## src/rtl/key_remap_ctrl.sv

```systemverilog
// Key remap controller: rebinds the key position of each of the eight note slots and publishes the live map.
// Latency: input rise -> registered edge -> state change, 2 clocks. The map and done update one clock after COMMIT.
// Backpressure: none. Edges are one-cycle events. Confirm edges are dropped outside WAIT_KEY, and start is dropped while busy.
module key_remap_ctrl #(
    parameter int unsigned ERR_CYCLES  = 50_000_000,
    parameter logic [23:0] DEFAULT_MAP = 24'hFAC688
) (
    input  logic        clk,
    input  logic        rst,
    input  logic        start,
    input  logic        confirm,
    input  logic        cancel,
    input  logic [7:0]  touch,
    output logic [23:0] anJian,
    output logic        busy,
    output logic [2:0]  cur_note,
    output logic [7:0]  used_mask,
    output logic        err,
    output logic        done
);

    localparam int CW = (ERR_CYCLES > 1) ? $clog2(ERR_CYCLES) : 1;
    localparam logic [CW-1:0] CNT_LAST = CW'(ERR_CYCLES - 1);

    typedef enum logic [2:0] {
        IDLE     = 3'd0,
        WAIT_KEY = 3'd1,
        RELEASE  = 3'd2,
        ERR      = 3'd3,
        COMMIT   = 3'd4
    } state_t;

    state_t        state_q, state_d;
    logic [23:0]   anjian_q, anjian_d;
    logic [23:0]   work_q, work_d;
    logic [2:0]    cur_q, cur_d;
    logic [7:0]    used_q, used_d;
    logic [CW-1:0] cnt_q, cnt_d;
    logic          done_q, done_d;

    logic start_q, confirm_q, cancel_q;
    logic start_edge_q, confirm_edge_q, cancel_edge_q;

    logic [2:0] key_idx;
    logic       key_ok;

    // Delay copies and registered rising-edge pulses of the control inputs.
    always_ff @(posedge clk or negedge rst) begin
        if (!rst) begin
            start_q        <= 1'b0;
            confirm_q      <= 1'b0;
            cancel_q       <= 1'b0;
            start_edge_q   <= 1'b0;
            confirm_edge_q <= 1'b0;
            cancel_edge_q  <= 1'b0;
        end else begin
            start_q        <= start;
            confirm_q      <= confirm;
            cancel_q       <= cancel;
            start_edge_q   <= start & ~start_q;
            confirm_edge_q <= confirm & ~confirm_q;
            cancel_edge_q  <= cancel & ~cancel_q;
        end
    end

    // Index of the pressed key. It is only meaningful when exactly one key is down.
    always_comb begin
        key_idx = 3'd0;
        for (int i = 0; i < 8; i++) begin
            if (touch[i]) key_idx = 3'(i);
        end
        key_ok = $onehot(touch) && !used_q[key_idx];
    end

    // State, live map, working copy and session bookkeeping registers.
    always_ff @(posedge clk or negedge rst) begin
        if (!rst) begin
            state_q  <= IDLE;
            anjian_q <= DEFAULT_MAP;
            work_q   <= DEFAULT_MAP;
            cur_q    <= 3'd0;
            used_q   <= 8'd0;
            cnt_q    <= '0;
            done_q   <= 1'b0;
        end else begin
            state_q  <= state_d;
            anjian_q <= anjian_d;
            work_q   <= work_d;
            cur_q    <= cur_d;
            used_q   <= used_d;
            cnt_q    <= cnt_d;
            done_q   <= done_d;
        end
    end

    // Session sequencing. Cancel takes priority over confirm, and the live map is written only from COMMIT.
    always_comb begin
        state_d  = state_q;
        anjian_d = anjian_q;
        work_d   = work_q;
        cur_d    = cur_q;
        used_d   = used_q;
        cnt_d    = cnt_q;
        done_d   = 1'b0;
        case (state_q)
            IDLE: begin
                if (start_edge_q) begin
                    state_d = WAIT_KEY;
                    cur_d   = 3'd0;
                    used_d  = 8'd0;
                    work_d  = anjian_q;
                end
            end
            WAIT_KEY: begin
                if (cancel_edge_q) begin
                    state_d = IDLE;
                end else if (confirm_edge_q) begin
                    if (key_ok) begin
                        for (int i = 0; i < 8; i++) begin
                            if (cur_q == 3'(i)) work_d[3*i +: 3] = 3'd7 - key_idx;
                        end
                        used_d[key_idx] = 1'b1;
                        if (cur_q == 3'd7) begin
                            state_d = COMMIT;
                        end else begin
                            cur_d   = cur_q + 3'd1;
                            state_d = RELEASE;
                        end
                    end else begin
                        state_d = ERR;
                        cnt_d   = '0;
                    end
                end
            end
            RELEASE: begin
                if (cancel_edge_q)      state_d = IDLE;
                else if (touch == 8'd0) state_d = WAIT_KEY;
            end
            ERR: begin
                if (cancel_edge_q)          state_d = IDLE;
                else if (cnt_q == CNT_LAST) state_d = WAIT_KEY;
                else                        cnt_d   = cnt_q + 1'b1;
            end
            COMMIT: begin
                anjian_d = work_q;
                done_d   = 1'b1;
                state_d  = IDLE;
            end
            default: state_d = IDLE;
        endcase
    end

    assign anJian    = anjian_q;
    assign busy      = (state_q != IDLE);
    assign cur_note  = cur_q;
    assign used_mask = used_q;
    assign err       = (state_q == ERR);
    assign done      = done_q;

endmodule

```

## config.mk

```make
export PLATFORM = sky130hd
export DESIGN_NAME = key_remap_ctrl
export DESIGN_NICKNAME = d
export VERILOG_FILES = /design/src/rtl/key_remap_ctrl.sv
export SDC_FILE = /design/constraint.sdc
export NUM_CORES = 1
export LEC_CHECK = 0
export CORE_UTILIZATION = 55
export DETAILED_ROUTE_END_ITERATION = 16
export GPL_TIMING_DRIVEN = 1
export PLACE_DENSITY = 0.78
export SETUP_SLACK_MARGIN = 0.05
export SKIP_CTS_REPAIR_TIMING = 1
export SLEW_MARGIN = 20
export SYNTH_ARGS = -nofsm -noshare
export SYNTH_HDL_FRONTEND = slang
export SYNTH_SLANG_ARGS = --single-unit
```

## constraint.sdc

```tcl
create_clock -name clk -period 2.5 [get_ports clk]
set_input_delay 0.375 -clock clk [delete_from_list [all_inputs] [get_ports clk]]
set_output_delay 0.375 -clock clk [all_outputs]
set_load 0.02 [all_outputs]
```

==> results by group, run 1 <==
Synthesis
  – Post-Synthesis Cells: 499
  – Synth area leader: dfrtp_1
  – Top-area cell type share of the netlist area: 0.353
  – Compound-Gate Fraction of Synth Area: 0.150
  – Area share of fa/ha/maj cells after synthesis: 0.0433
  – Number of flops mapped to enable cells by yosys: 0
  – Sequential area share after synthesis: 0.479
  – Dominant synthesized flop cell: dfrtp_1
  – Async SR Flop Fraction: 1.00
  – Post-synthesis mux area share: 0.107
  – Synth top area cells: dfrtp_1, dfstp_2, mux2_2, nand2_1, ha_1
  – Synth Area in XOR/XNOR: 0
  – Mapped Area: 5030 µm²
  – Synthesized flop and latch total: 95
  – Synth Net Count: 527
  – Simple-Gate Fraction of Synth Area: 0.175
  – Yosys warnings: 0
  – Largest family of logic cells by synthesized area: simple AND/OR/NAND/NOR gates
  – Post-synth cell types: 60
  – Syn_area_per_cell: 10.1 µm²

Cells and area
  – Leading cell type in the layout, fill and taps excluded: dfrtp_1
  – Diodes inserted: 0
  – Layout cell share with drive strength beyond 1: 0.320
  – Final nets: 630
  – Layout area overhead: 30.4%
  – Commonest non-fill, non-tap cells in the layout: dfrtp_1, nand2_1, buf_4
  – Final instance area: 6560 µm²

Global routing
  – Vias in the first global route: 4227
  – Antenna violations before repair: 0
  – GRT overflow: 0
  – Largest net degree at the start of global routing: 52
  – First-pass GRT wire length: 20.4 mm
  – Gr usage total: 0.272

Die
  – Initial core utilization: 0.571
  – Placeable Area: 8810 µm²
  – Total Die Area: 9530 µm²
  – Die W: 97.6 µm
  – Die Ht: 97.6 µm
  – Std-Cell Rows: 34
  – I/O Pins: 51

STA
  – Actual slew at the worst max-slew pin: 0.613 ns
  – Fin crit share: 1.53
  – Hold slack: -0.00685 ns
  – Setup-failing EPs final: 64
  – Post-route worst setup slack: -1.33 ns
  – Slew Limit Fails: 0
  – Clk_skew: 0.00954 ns
  – RSZ-0062 raised after global routing: yes
  – Period minus WS final: 3.83 ns
  – Fmax achieved: 261 MHz
  – Worst slew margin: 0.591
  – Final hold violations: 4

Clock network
  – TritonCTS buffer count: 9
  – Worst skew pair latency: 0.36 ns
  – Root buf cell: clkbuf_8
  – Clock transition at path regs: 0.10 ns
  – TritonCTS clock tree: yes
  – CTS Buffer Depth: 2
  – Htree depth: 3
  – CTS Sinks: 95

Power and ir drop
  – Pwr Density: 838 nW/µm²
  – Peak VDD IR: 0.386 mV
  – Pleak: 2.90 nW
  – Total power draw: 0.00550 W

Worst setup path
  – CP max stage cell: fa_1
  – Most used cell, CP: fa_1
  – Crit path DAT: 4.08 ns
  – Setup CP Type: in2reg
  – Max incr delay on CP: 0.54 ns
  – Worst path required time: 2.76 ns
  – Startpoint types: input pin
  – Critical Path End Type: register
  – Cell breakdown of the critical path: buf_8 -> inv_12 -> fa_1 -> fa_1 -> fa_1 -> inv_1 -> ha_2 -> inv_2 -> fa_2 -> o2111ai_2 -> a31oi_1 -> and3_4 -> a31oi_4 -> buf_6 -> nor2_4 -> mux2_4
  – Critical path peak fanout: 6

Drt
  – # DRC: 2
  – Initial DRT Pass Iterations: 11
  – Via count: 4368
  – Post-route ant nets: 0
  – Via density: 6.12
  – Total wire length: 13.2 mm
  – Routed WL per cell: 18.5 µm
  – DR iter-0 viols: 334

Outcome
  – Violated checks: DRC, hold timing, setup timing
  – Status: finished with violations

Placed design
  – GPL Wtd Cong: 0.926
  – DP Wirelength: 8.66 mm
  – Dpl cell area: 6040 µm²
  – Dpl ws: -2.23 ns
  – PortBufs: 50

Job
  – Max-Cap Viols: 0

Worst hold path
  – Hold Crit Class: in2async
[power breakdown]
group / total [W] / internal [W] / switching, W / leakage (nW)
clock: 0.00114 / 0.000567 / 0.000578 / 0.103
combinational: 0.00211 / 0.000925 / 0.00118 / 1.59
sequential: 0.00224 / 0.00191 / 0.000331 / 1.21
total: 0.00550 / 0.00341 / 0.00209 / 2.90
[path summary, 6_finish.rpt]
| path | startpoint | endpoint | slack [ns] | cells after the start |
|---|---|---|---|---|
| worst max-delay path | touch[0] | work_q[13] | -1.33 | 16 |
| worst min-delay path | rst | cnt_q[19] | -0.007 | 1 |
| worst max register to register | cnt_q[16] | cnt_q[22] | -0.10 | 8 |
| worst min register to register | start_q | start_edge_q | 0.39 | 1 |
| max in group asynchronous | rst | work_q[20] | 1.78 | 2 |
| min in group clk | start_q | start_edge_q | 0.39 | 1 |
[cells by family (layout without fill, tap and decap cells)]
logic type | after synthesis | after routing
compound gates | 112 | 112
buf+inv | 56 | 163
fa+ha+maj | 15 | 15
simple gates | 175 | 175
flops | 95 | 95
mux | 46 | 46
[sequential cells by signal (all words and copies together) (netlist names)]
name,cells
cnt_q,26
anJian,24
work_q,24
used_mask,8
cur_note,3
state_q,3
cancel_edge_q,1
cancel_q,1
confirm_edge_q,1
confirm_q,1
done,1
start_edge_q,1
start_q,1
[cell usage after synthesis, types with 6 or more instances]
cell type,instances
o21ai_0,18
o31ai_1,6
dfrtp_1,71
a21o_1,6
nand2b_1,7
clkbuf_1,15
nor2_1,31
nand3_1,15
ha_1,11
mux2_4,9
dfstp_2,24
mux2i_1,9
mux2_2,28
inv_1,33
and3_1,11
nor3_1,16
a31oi_1,21
nand2_1,64
a21oi_1,26
[worst max-delay path, delay by kind of cell]
| kind | cells | cell delay (ns) |
|---|---|---|
| multiplexers | 1 | 0.32 |
| AO/OA/AOI/OAI | 3 | 0.43 |
| adder cells (fa/ha/maj) | 5 | 2.16 |
| AND/OR/NAND/NOR | 2 | 0.38 |
| buffers and inverters | 5 | 0.41 |
[cell type report]
type	instances	area, µm²
clock inverter	6	95.1
multi-input combinational	348	2610
timing repair buffer	115	1050
inverter	33	136
tap	108	135
sequential	95	2410
fill	579	2250
clock buffer	9	124
[metal layers]
layer,global-route usage,part of all wire
met1,0.368,0.42
met4,0.0897,0.023
met2,0.451,0.51
met3,0.0396,0.048
met5,0,0
[per-stage QoR]
step | hold WS (ns) | setup TNS (ns) | utilization | std cells
6_report | -0.00685 | -74.57 | 0.745 | 714
2_1_floorplan | 0.0794 | -73.46 | - | 499
5_1_grt | 0.0488 | -81.84 | 0.745 | 714
3_3_place_gp | 0.383 | -124.00 | 0.685 | 688
3_5_place_dp | 0.382 | -130.10 | 0.685 | 688
4_1_cts | 0.0197 | -106.80 | 0.710 | 703
(Power assumes the default switching activity.)
==> run 2: changes to the inputs <==
--- a/config.mk
+++ b/config.mk
@@ -5,6 +5,7 @@
 export SDC_FILE = /design/constraint.sdc
 export NUM_CORES = 1
 export LEC_CHECK = 0
+export CORE_ASPECT_RATIO = 0.75
 export CORE_UTILIZATION = 55
 export DETAILED_ROUTE_END_ITERATION = 16
 export GPL_TIMING_DRIVEN = 1
==> run 2 against run 1 <==
Compared with the run above:
- the flow finishes with violations (setup timing)
- sequential power about the same
- clock power increased by 27%
- die area about the same
- largest power group unchanged
- critical path depth unchanged
- global-route usage increased by 0.83 points
- power increased by 4.1%
- clock skew decreased by 0.0026 ns
- final cell count decreased by 2.0%
- core utilization increased by 0.33 points
- wire length decreased by 3.4%
- critical endpoint unchanged
- critical path type unchanged
- sequential cell count unchanged
- non-clock buffer count decreased by 15
==> results by group, run 2 (synthesis gave the netlist of run 1 again) <==
Outcome
  – Status: finished with violations
  – Violated checks: setup timing

Placed design
  – Dpl ws: -2.24 ns
  – DP Wirelength: 8.84 mm
  – PortBufs: 50
  – GPL Wtd Cong: 0.907

Die
  – I/O Pins: 51
  – Die W: 112 µm
  – Die Ht: 84.8 µm
  – Initial core utilization: 0.580
  – Total Die Area: 9540 µm²
  – Std-Cell Rows: 29
  – Placeable Area: 8670 µm²

Clock network
  – TritonCTS clock tree: yes
  – Root buf cell: clkbuf_16
  – CTS Buffer Depth: 2
  – CTS Sinks: 95
  – TritonCTS buffer count: 9
  – Worst skew pair latency: 0.34 ns
  – Clock transition at path regs: 0.06 ns
  – Htree depth: 3

Power and ir drop
  – Total power draw: 0.00572 W
  – Pwr Density: 882 nW/µm²
  – Peak VDD IR: 0.458 mV
  – Pleak: 2.85 nW

Worst setup path
  – CP max stage cell: fa_1
  – FF-to-FF path depth: 8
  – Critical R2R Launch: cnt_q[16]
  – Crit path DAT: 4.11 ns
  – Reg-to-reg setup timing slack: 0.02 ns
  – Cell breakdown of the critical path: buf_8 -> inv_12 -> fa_1 -> fa_1 -> fa_1 -> inv_1 -> ha_2 -> inv_2 -> fa_2 -> o2111ai_2 -> a31oi_1 -> and3_4 -> a31oi_4 -> buf_12 -> nor2_4 -> mux2_4
  – Reg2reg end: cnt_q[24]
  – Critical Path End Type: register
  – Startpoint types: input pin
  – Critical path peak fanout: 4
  – Most used cell, CP: fa_1
  – Max incr delay on CP: 0.56 ns
  – Worst path required time: 2.72 ns
  – Setup CP Type: in2reg

Cells and area
  – Layout cell share with drive strength beyond 1: 0.296
  – Leading cell type in the layout, fill and taps excluded: dfrtp_1
  – Util after Layout: 0.748
  – Final nets: 615
  – Biggest register: cnt_q
  – Layout area overhead: 29.0%
  – Commonest non-fill, non-tap cells in the layout: dfrtp_1, nand2_1, clkdlybuf4s50_1
  – Diodes inserted: 0
  – Number of flip-flops in the largest register: 26

Drt
  – Initial DRT Pass Iterations: 6
  – Via count: 4257
  – Total wire length: 12.8 mm
  – Post-route ant nets: 0
  – Via density: 6.08
  – Routed WL per cell: 18.2 µm
  – # DRC: 0
  – DR iter-0 viols: 314

Worst hold path
  – Hold Crit Class: in2async

Global routing
  – Largest net degree at the start of global routing: 56
  – Antenna violations before repair: 0
  – Gr usage total: 0.280
  – First-pass GRT wire length: 20.8 mm
  – GRT overflow: 0
  – Vias in the first global route: 4209

STA
  – Worst slew margin: 0.576
  – Setup-failing EPs final: 64
  – RSZ-0062 raised after global routing: yes
  – Post-route worst setup slack: -1.39 ns
  – Final hold violations: 0
  – TNS Setup: -79.59 ns
  – Fin crit share: 1.55
  – Clk_skew: 0.00690 ns
  – Period minus WS final: 3.89 ns
  – Actual slew at the worst max-slew pin: 0.634 ns
  – Fmax achieved: 257 MHz
  – Slew Limit Fails: 0

Job
  – Max-Cap Viols: 0
## run 2: cell count changes in the layout (fill, tap and decap cells not counted), sizes merged
cell / previous run / this run
buf: 68 / 53
clkbuf: 10 / 11
clkinv: 1 / 3
clkinvlp: 2 / 1
inv: 34 / 33
## run 2: worst max-delay path by stage
stage                  start         end  slack, ns  cells after the start
floorplan           touch[0]   work_q[4]      -1.38                     16
global placement    touch[0]  work_q[13]      -2.06                     16
detailed placement  touch[0]  work_q[18]      -2.24                     16
CTS                 touch[0]  work_q[18]      -1.89                     16
global route        touch[0]  work_q[18]      -1.54                     17
finish              touch[0]  work_q[13]      -1.39                     16
## run 2: final cells by class
type / instances / area [µm²]
Clock buffer: 10 / 229
Clock inverter: 6 / 86.3
Inverter: 33 / 136
Tap cell: 108 / 135
Multi-Input combinational cell: 348 / 2560
Fill cell: 590 / 2180
Timing Repair Buffer: 100 / 935
Sequential cell: 95 / 2410
## run 2: power breakdown
group	switching [W]	internal, W	total [W]
registers	0.000348	0.00192	0.00226
clock network	0.000579	0.000875	0.00145
logic	0.00112	0.000883	0.00200
total	0.00205	0.00367	0.00572
## run 2: critical path: cells and delay by family
kind                       cells  cell delay [ns]
and+or+nand+nor                2             0.38
AOI/OAI and AO/OA              3             0.43
adders and majority gates      5             2.21
muxes                          1             0.31
buffers and inverters          5             0.40
## run 2: routing by layer
metal  routed length [µm]  vias up  GRT usage
met5                    0        -          0
met4                  109        0     0.0752
met3                  930       13     0.0707
met1                 5810     2117      0.405
li1                     -     1951          -
met2                 5910      176      0.423
## run 2: through the flow
step                      instances  hold slack (ns)  cell area, µm²
final                           700          0.00644            6490
after CTS                       699           0.0231            6310
after global placement          683            0.383            6000
after detailed placement        683            0.382            6000
after global routing            700           0.0360            6490
after floorplan                 499           0.0794            5080
==> run 3: changes to the inputs <==
--- a/config.mk
+++ b/config.mk
@@ -5,11 +5,12 @@
 export SDC_FILE = /design/constraint.sdc
 export NUM_CORES = 1
 export LEC_CHECK = 0
+export ABC_AREA = 1
 export CORE_ASPECT_RATIO = 0.75
 export CORE_UTILIZATION = 55
 export DETAILED_ROUTE_END_ITERATION = 16
 export GPL_TIMING_DRIVEN = 1
-export PLACE_DENSITY = 0.78
+export PLACE_DENSITY = 0.77
 export SETUP_SLACK_MARGIN = 0.05
 export SKIP_CTS_REPAIR_TIMING = 1
 export SLEW_MARGIN = 20
==> run 3 against run 2 <==
Compared with the run above:
- the flow still finishes with violations (setup timing)
- combinational power up 28%
- synthesized cell count up 33%
- largest cell class unchanged
- power up 2.8%
- sequential cell count unchanged
- critical path depth up 2
- sequential power down 15%
- fmax up 8.3%
- first-iteration DRC count up 21%
- critical endpoint is now work_q[2]
- non-clock buffer count down 18
- register-to-register slack better by 0.33 ns
- highest routed layer unchanged
- critical path type unchanged
- via count up 13%
==> results by group, run 3 <==
Worst setup path
  – Critical path peak fanout: 6
  – Max incr delay on CP: 0.55 ns
  – Buf+Inv Stages, Crit Path: 4
  – Cell breakdown of the critical path: buf_4 -> inv_2 -> fa_1 -> fa_1 -> fa_1 -> inv_2 -> ha_4 -> inv_2 -> fa_1 -> nand2_1 -> nor3_2 -> nand2_1 -> nor2_4 -> nand2_4 -> nand2_8 -> nand3_4 -> nand2_2 -> o21ai_2
  – CP max stage cell: fa_1
  – FF-to-FF path depth: 11
  – Setup CP Type: in2reg
  – Worst path required time: 2.73 ns
  – Delay-heaviest family, CP: adder cells
  – Most used cell, CP: fa_1
  – Crit path depth: 18
  – Critical Path End Type: register
  – Startpoint types: input pin
  – Crit path DAT: 3.82 ns

Global routing
  – GRT overflow: 0
  – First-pass GRT wire length: 21.2 mm
  – Gr usage total: 0.272
  – Vias in the first global route: 4375
  – Largest net degree at the start of global routing: 53
  – Antenna violations before repair: 0

Synthesis
  – Top-area cell type share of the netlist area: 0.329
  – Post-synth cell types: 41
  – Post-Synthesis Cells: 665
  – Mapped Area: 5400 µm²
  – Number of flops mapped to enable cells by yosys: 0
  – Yosys warnings: 0
  – Async SR Flop Fraction: 1.00
  – Syn_area_per_cell: 8.12 µm²
  – Synth area leader: dfrtp_1
  – Synthesized flop and latch total: 95
  – Most frequent cell after synthesis: nand2_1
  – Synth Net Count: 693
  – Top post-synthesis cells by count: nand2_1, dfrtp_1, inv_1
  – Dominant synthesized flop cell: dfrtp_1
  – Synth top area cells: dfrtp_1, nand2_1, dfstp_2, o21ai_1, inv_1
  – Sequential area share after synthesis: 0.446

STA
  – Period minus WS final: 3.59 ns
  – Post-route worst setup slack: -1.09 ns
  – Clk_skew: 0.00586 ns
  – Setup-failing EPs final: 64
  – Fmax achieved: 279 MHz
  – Fin crit share: 1.44
  – Actual slew at the worst max-slew pin: 0.586 ns
  – Final hold violations: 0
  – RSZ-0062 raised after global routing: yes
  – Slew Limit Fails: 0
  – Worst slew margin: 0.609
  – TNS Setup: -65.17 ns

Drt
  – Post-route ant nets: 0
  – Routed WL per cell: 15.9 µm
  – DR iter-0 viols: 380
  – Total wire length: 13.8 mm
  – Via density: 5.51
  – Initial DRT Pass Iterations: 6
  – # DRC: 0
  – Via count: 4807

Placed design
  – GPL Wtd Cong: 0.906
  – DP Wirelength: 9.28 mm
  – PortBufs: 50

Cells and area
  – Final nets: 768
  – Layout fillers: 722
  – Biggest register: cnt_q
  – Seq. cell area: 2410 µm²
  – Layout cell share with drive strength beyond 1: 0.272
  – Commonest non-fill, non-tap cells in the layout: nand2_1, dfrtp_1, inv_1
  – Area of the multi-input gates: 2920 µm²
  – Leading cell type in the layout, fill and taps excluded: nand2_1
  – Util after Layout: 0.745
  – Diodes inserted: 0
  – Number of flip-flops in the largest register: 26
  – Layout area overhead: 28.0%

Clock network
  – Htree depth: 3
  – Clock transition at path regs: 0.07 ns
  – Worst skew pair latency: 0.34 ns
  – TritonCTS buffer count: 9
  – Root buf cell: clkbuf_16
  – CTS Sinks: 95
  – TritonCTS clock tree: yes
  – CTS Buffer Depth: 2

Power and ir drop
  – Clk pwr share: 0.242
  – Sequential fraction of design power: 0.324
  – Pwr Density: 851 nW/µm²
  – Int Power: 0.00349 W
  – Comb power frac: 0.433
  – Peak VDD IR: 0.594 mV
  – NetSw: 0.00239 W
  – Pleak: 3.02 nW
  – Sw frac: 0.407

Die
  – Placeable Area: 9270 µm²
  – Std-Cell Rows: 30
  – I/O Pins: 51
  – Initial core utilization: 0.582
  – Total Die Area: 10200 µm²
  – Die Ht: 87.8 µm
  – Die W: 116 µm

Job
  – Max-Cap Viols: 0

Outcome
  – Violated checks: setup timing
  – Status: finished with violations

Worst hold path
  – Hold Crit Class: in2async
run 3: cells by family after synthesis:
logic type | after synthesis | share of synthesized area
xor+xnor | 16 | 0.0260
compound gates | 106 | 0.106
buf+inv | 84 | 0.0649
flops | 95 | 0.446
fa+ha+maj | 15 | 0.0403
mux | 1 | 0.00209
simple gates | 348 | 0.315
run 3: metrics by stage:
step                      power [W]  cells  setup slack [ns]  instance area, µm²  hold WS (ns)
after floorplan             0.00344    665             -1.11                5450        0.0794
after global placement      0.00388    848             -1.85                6200         0.380
after detailed placement    0.00395    848             -1.92                6200         0.381
after CTS                   0.00538    864             -1.59                6510        0.0565
after global routing        0.00616    873             -1.19                6910        0.0634
final                       0.00588    873             -1.09                6910        0.0174
run 3: per-layer routing:
layer  vias to the layer above  wire [µm]  track usage  share of wire
met3                        14        752       0.0561          0.054
met1                      2353       6430        0.381           0.46
li1                       2303          -            -              -
met2                       137       6530        0.434           0.47
met5                         -          0            0              0
met4                         0        138       0.0653          0.010
run 3: power by group through the flow:
stage	registers, W	logic, W	clock network, W
after floorplan	0.00194	0.00150	0
after global placement	0.00191	0.00197	0
after detailed placement	0.00192	0.00203	0
after CTS	0.00189	0.00205	0.00144
after global routing	0.00193	0.00272	0.00151
final	0.00191	0.00255	0.00142
run 3: worst paths after layout:
path / slack [ns] / end / startpoint
setup / recovery: -1.09 / work_q[2] / touch[3]
hold / removal: 0.02 / done / rst
setup reg to reg: 0.35 / work_q[2] / state_q[1]
hold reg to reg: 0.39 / cancel_edge_q / cancel_q
max in group asynchronous: 1.75 / anJian[7] / rst
min in group clk: 0.39 / cancel_edge_q / cancel_q
run 3: area by class of cell:
type                       instances  share of cell area
tap                              128              0.0232
clock buffer                      11              0.0351
inverter                          64              0.0373
sequential                        95               0.348
timing repair buffer              82               0.124
multi-input combinational        488               0.423
clock inverter                     5             0.00923
